`src/rtl/irq_source_ctrl.sv`:
```
// Interrupt source controller: synchronizes and edge-detects N_SRC lines, latches them as
// pending and issues one masked, priority-ordered request at a time. Optional macro: IRQ_CNT_EN.
module irq_source_ctrl #(
    parameter int N_SRC = 4,
    parameter int ID_W  = 2
) (
    input  logic             clk,
    input  logic             rst,
    input  logic [N_SRC-1:0] irq_in,
    input  logic             mask_we,
    input  logic [N_SRC-1:0] mask_wdata,
    input  logic             int_ack,
    input  logic             int_eret,
    output logic             interrupter,
    output logic [ID_W-1:0]  irq_id,
    output logic [N_SRC-1:0] irq_mask,
    output logic [N_SRC-1:0] pending,
    output logic [15:0]      irq_count
);

    typedef enum logic [1:0] {
        IDLE    = 2'd0,
        REQ     = 2'd1,
        SERVICE = 2'd2
    } state_t;

    state_t           state_q, state_d;
    logic [N_SRC-1:0] s1_q, s2_q, prev_q;
    logic [N_SRC-1:0] pending_q, pending_d;
    logic [N_SRC-1:0] mask_q;
    logic [N_SRC-1:0] rise, cand, clr;
    logic [ID_W-1:0]  id_q, id_d, winner;
    logic             int_q, int_d;
    logic             ack_ok;

    assign rise   = s2_q & ~prev_q;
    assign cand   = pending_q & mask_q;
    assign ack_ok = (state_q == REQ) && int_ack;

    // Scan from the top down so the lowest set index is the last write and wins.
    always_comb begin
        winner = '0;
        for (int i = N_SRC - 1; i >= 0; i--) begin
            if (cand[i]) winner = ID_W'(i);
        end
    end

    always_comb begin
        clr = '0;
        for (int i = 0; i < N_SRC; i++) begin
            clr[i] = ack_ok && (id_q == ID_W'(i));
        end
    end

    // A new edge on the bit being acknowledged survives the clear.
    assign pending_d = (pending_q & ~clr) | rise;

    always_comb begin
        state_d = state_q;
        id_d    = id_q;
        int_d   = int_q;
        case (state_q)
            IDLE: begin
                if (cand != '0) begin
                    state_d = REQ;
                    id_d    = winner;
                    int_d   = 1'b1;
                end
            end
            REQ: begin
                if (int_ack) begin
                    state_d = SERVICE;
                    int_d   = 1'b0;
                end
            end
            SERVICE: begin
                if (int_eret) state_d = IDLE;
            end
            default: begin
                state_d = IDLE;
                int_d   = 1'b0;
            end
        endcase
    end

    always_ff @(posedge clk or posedge rst) begin
        if (rst) begin
            s1_q      <= '0;
            s2_q      <= '0;
            prev_q    <= '0;
            pending_q <= '0;
            mask_q    <= '1;
            state_q   <= IDLE;
            id_q      <= '0;
            int_q     <= 1'b0;
        end else begin
            s1_q      <= irq_in;
            s2_q      <= s1_q;
            prev_q    <= s2_q;
            pending_q <= pending_d;
            if (mask_we) mask_q <= mask_wdata;
            state_q   <= state_d;
            id_q      <= id_d;
            int_q     <= int_d;
        end
    end

`ifdef IRQ_CNT_EN
    logic [15:0] cnt_q, cnt_d;

    assign cnt_d = (ack_ok && (cnt_q != 16'hFFFF)) ? cnt_q + 16'd1 : cnt_q;

    always_ff @(posedge clk or posedge rst) begin
        if (rst) cnt_q <= 16'h0000;
        else     cnt_q <= cnt_d;
    end

    assign irq_count = cnt_q;
`else
    assign irq_count = 16'h0000;
`endif

    assign interrupter = int_q;
    assign irq_id      = id_q;
    assign irq_mask    = mask_q;
    assign pending     = pending_q;

endmodule

```
`config.mk`:
```
export PLATFORM = sky130hd
export DESIGN_NAME = irq_source_ctrl
export DESIGN_NICKNAME = d
export VERILOG_FILES = /design/src/rtl/irq_source_ctrl.sv
export SDC_FILE = /design/constraint.sdc
export NUM_CORES = 1
export LEC_CHECK = 0
export CORE_MARGIN = 10
export CORE_UTILIZATION = 45
export CTS_BUF_LIST = sky130_fd_sc_hd__clkbuf_8 sky130_fd_sc_hd__clkbuf_16
export CTS_CLUSTER_SIZE = 24
export DETAILED_ROUTE_END_ITERATION = 10
export PLACE_DENSITY = 0.83
export SLEW_MARGIN = 30
export SYNTH_ARGS = -nofsm -noshare
export SYNTH_HDL_FRONTEND = slang
export SYNTH_SLANG_ARGS = --single-unit
```
`constraint.sdc`:
```
create_clock -name clk -period 3.75 [get_ports clk]
set_clock_uncertainty 0.15 [all_clocks]
set_input_delay 0.375 -clock clk [delete_from_list [all_inputs] [get_ports clk]]
set_output_delay 0.375 -clock clk [all_outputs]
set_load 0.005 [all_outputs]
```
# After elaboration in Yosys (flattened, before gate mapping)
# Index checks and enable logic that the tools add are counted.
# totals
regBits,25
input_bits,13
# classes
eq_ne,8
muxes,11
bitwise,7
reduce_logical,11
# op_table
cell,count
2-to-1 mux 2 bit,7
AND 4 bit,3
NOT 4 bit,2
equality test 2 bit (second input constant),3
!= test 2 bit (second input constant),3
case mux 2 bit (3 select lines),1
AND reduction 3 bit,2
logical AND 1 bit,5
equality test 2 x 1 -> 1 bit (second input constant),2
zero test 2 bit,2
OR 4 bit,1
nonzero test 4 bit,1
case mux 1 bit (3 select lines),1
2-to-1 mux 1 bit,2
AND reduction 2 bit,1
NOT 1 bit,1

# Depth between registers and ports, before layout
# logic_depth
depth_word,6
depth_mapped,4
depth_no_buf,3

# Least setup slack after synthesis
# OpenSTA, ideal clock, no wires.
# synth_timing
path_type,reg2reg
from,register state_q[1]
to,register pending_q[1] (netlist: pending[1])
arrival_time_ns,1.040
required_ns,3.479
path_slack_ns,2.439
stages_incl_launch_ff,4
cell_sequence,dfrtp_1 -> nand3b_1 -> or3_1 -> a22o_1
# synth_via
elab_chain_len,6
# synth_rtl
item,line,text
from (decl),27,"state_t state_q, state_d;"
from (signal assigned),102,state_q <= state_d;
equality test 2 x 1 -> 1 bit,38,assign ack_ok = (state_q == REQ) && int_ack;
logical AND 1 bit,38,
logical AND 1 bit,51,clr[i] = ack_ok && (id_q == ID_W'(i));
NOT 4 bit,56,assign pending_d = (pending_q & ~clr) | rise;
AND 4 bit,56,
OR 4 bit,56,
net pending_d[1],29,"logic [N_SRC-1:0] pending_q, pending_d;"
to (signal assigned),100,pending_q <= pending_d;
to (decl),29,
# The timed path passes the listed nets, and every way through them passes these cells.
# A chain may end at the register's enable or synchronous reset.

# Worst setup path after layout
# layout_timing
from,register mask_q[1] (netlist: irq_mask[1])
to,output irq_mask[1]
# layout_lines
item,line,text
from (decl),30,logic [N_SRC-1:0] mask_q;
from (signal assigned),101,if (mask_we) mask_q <= mask_wdata;
to (decl),16,"output logic [N_SRC-1:0] irq_mask,"
# No word-level cell between the ends.

==> summary.txt <==
status: completed
Critical R2R Capture: pending[1]
share of cells above drive strength 1: 0.131
peak supply drop: 0.304 mV
Critical Path AT: 1.34 ns
FF-to-FF setup slack: 2.33 ns
Worst Path Required: 3.22 ns
Hold Fails Final Rpt: 0
Post-CTS Hold Fix Bufs: 0
worst hold slack: 0.208 ns
Starting Density: 0.463
TritonCTS Sinks: 25
final setup margin: 1.89 ns
Clock Latency Late Sink: 0.27 ns
Worst Hold Launch: s1_q[0]
f_max: 0.537 GHz
synth warn: 0
Rows: 17
htree depth: 1
Yosys cell types: 24
wire length per cell: 14.4 um
first-pass GRT wire length: 2.87 mm
post-synthesis register bit count: 25
Crit Path Class: reg -> out
sequential share of the synthesized area: 0.628
Initial DRC Count: 20
slowest stage delay, CP: 0.57 ns
crit path launch: irq_mask[1]
Die Span Y: 67.3 um
CP Launch Type: flip-flop
sink of the worst hold path: s2_q[0]
placed insts: 131
# diodes: 0
number of CTS-inserted buffers: 3
pre-CTS setup slack: 1.94 ns
leakage power: 0.564 nW
setup_tns: 0 ns
CP Cell Sequence: clkdlybuf4s50_1
num ports: 40
CTS tree: yes
Clock Path Buffers: 2
Post-DP HPWL: 1.53 mm
global-route met1 utilization: 0.0855
pwr dens: 619 mW/mm^2
RSZ-0062 raised after global routing: false
I/O Buffers: 23
Maximum Capacitance Violations: 0
vias per inst: 4.61
post-cts sizing count: 0
Detail Route Antenna Nets: 0
HP Class: reg -> reg
pin count of the biggest net entering global routing: 26
Nets: 121
die width: 67.3 um
M3 GR Usage: 0.0298
Crit path max-delay family: flip-flops
WP buf/inv: 1
WL final: 1.94 mm
R2R Path Start: state_q[1]
Post CTS Setup Buffer Count: 0
via count: 622
Crit. End Element: output pin
clock slew at reported path FFs: 0.09 ns
WHS Path Cells: 0
period utilization: 0.497
DRT Pass-1 Iters: 3
area grow syn2layout: 24.2%
CP max FO: 4
slowest cell on the critical path: dfstp_2
clk root buf: clkbuf_8
CORE AREA: 0.00217 mm^2
final max-slew violation count: 0
Cell Count, Final, Fillers Out: 135
DIE AREA: 0.00452 mm^2
final setup vio count: 0
R2R cell count: 3
total grt overflow: 0
DRC Markers: 0
GRT Total Usage: 0.0829
synthesized cell area: 0.00100 mm^2
met2 Usage GRT: 0.143
syn_area_per_cell: 12.3 um^2
vias in the first global route: 652
GPL Wtd Cong: 0.833
Min Clock Period, post-route: 1.86 ns
initial antenna violation count: 0
Synth Instances: 82
GRT busiest layer: met2
[worst register-to-register path: cells and delay by family, from the launching register on]
kind / cells / cell delay, ns
flops: 1 / 0.43
compound gates: 1 / 0.19
simple gates: 2 / 0.54
[state kept, by name, indices dropped and copies added (netlist names)]
signal / cells
s2_q: 4
prev_q: 4
irq_id: 2
interrupter: 1
s1_q: 4
pending: 4
state_q: 2
irq_mask: 4
[logic make-up after synthesis]
family / Yosys count / synth area share
flops: 25 / 0.628
buf+inv: 23 / 0.147
compound gates: 15 / 0.105
simple gates: 14 / 0.0722
mux: 4 / 0.0448
other cells: 1 / 0.00373
[worst max path at each step]
stage	endpoint	slack, ns	depth (start not counted)
final	irq_mask[1]	1.89	1
after global routing	irq_mask[1]	1.83	1
after CTS	irq_mask[0]	1.88	1
after detailed placement	pending[1]	1.94	4
after global placement	pending[1]	1.98	4
after floorplan	pending[1]	2.44	3
[where the power goes]
group | switching (mW) | total [mW] | internal, mW
registers | 0.0525 | 0.381 | 0.329
clock network | 0.0827 | 0.157 | 0.0743
logic | 0.0971 | 0.233 | 0.136
total | 0.232 | 0.772 | 0.539
[routing by layer]
layer | up-vias | wire length, um
li1 | 287 | -
met1 | 307 | 731
met5 | - | 0
met2 | 26 | 965
met3 | 2 | 230
met4 | 0 | 17
[cell usage in the layout, fill, tap and decap left out]
cell type,Yosys,final
o31ai_1,1,1
o21ai_0,6,6
a22oi_1,1,1
nor3b_1,1,1
mux2_2,4,4
nor2_1,2,2
a21oi_1,1,1
inv_1,6,5
clkdlybuf4s50_1,0,23
o2bb2ai_1,1,1
nand4b_1,1,1
a31oi_1,1,1
o22a_1,1,1
dfstp_2,4,4
a21o_1,1,1
a22o_1,1,1
nand2_1,6,6
clkbuf_8,0,3
inv_2,0,1
or2_1,2,2
clkinv_2,0,1
dfrtp_1,21,21
nand3b_1,1,1
or3_1,1,1
conb_1,1,16
a221oi_2,1,1
[cell usage after synthesis (all sizes together)]
| library cell | n | area, um^2 |
|---|---|---|
| nor3b | 1 | 7.51 |
| nand2 | 6 | 22.5 |
| o31ai | 1 | 7.51 |
| o2bb2ai | 1 | 8.76 |
| dfstp | 4 | 105 |
| a221oi | 1 | 15.0 |
| or3 | 1 | 6.26 |
| dfrtp | 21 | 526 |
| a21oi | 1 | 5.00 |
| inv | 6 | 22.5 |
| conb | 1 | 3.75 |
| a31oi | 1 | 6.26 |
| mux2 | 4 | 45.0 |
| or2 | 2 | 12.5 |
| nand4b | 1 | 8.76 |
| o22a | 1 | 8.76 |
| a21o | 1 | 7.51 |
| a22o | 1 | 8.76 |
| nor2 | 2 | 7.51 |
| buf | 17 | 125 |
| a22oi | 1 | 7.51 |
| o21ai | 6 | 30.0 |
| nand3b | 1 | 7.51 |
[stage by stage]
stage	cell area (um^2)	utilization	power, mW
floorplan	1060	-	0.511
global placement	1200	0.554	0.613
detailed placement	1200	0.554	0.621
CTS	1250	0.575	0.779
global route	1250	0.575	0.821
finish	1250	0.575	0.772
[final cells by class]
cell class,instances,area (um^2)
Clock buffer,3,41.3
Sequential cell,25,631
Fill cell,193,922
Timing Repair Buffer,23,230
Multi-Input combinational cell,49,283
Inverter,6,22.5
Clock inverter,1,5.00
Tap cell,28,35.0
No activity file was read; power rests on OpenSTA's default activity.
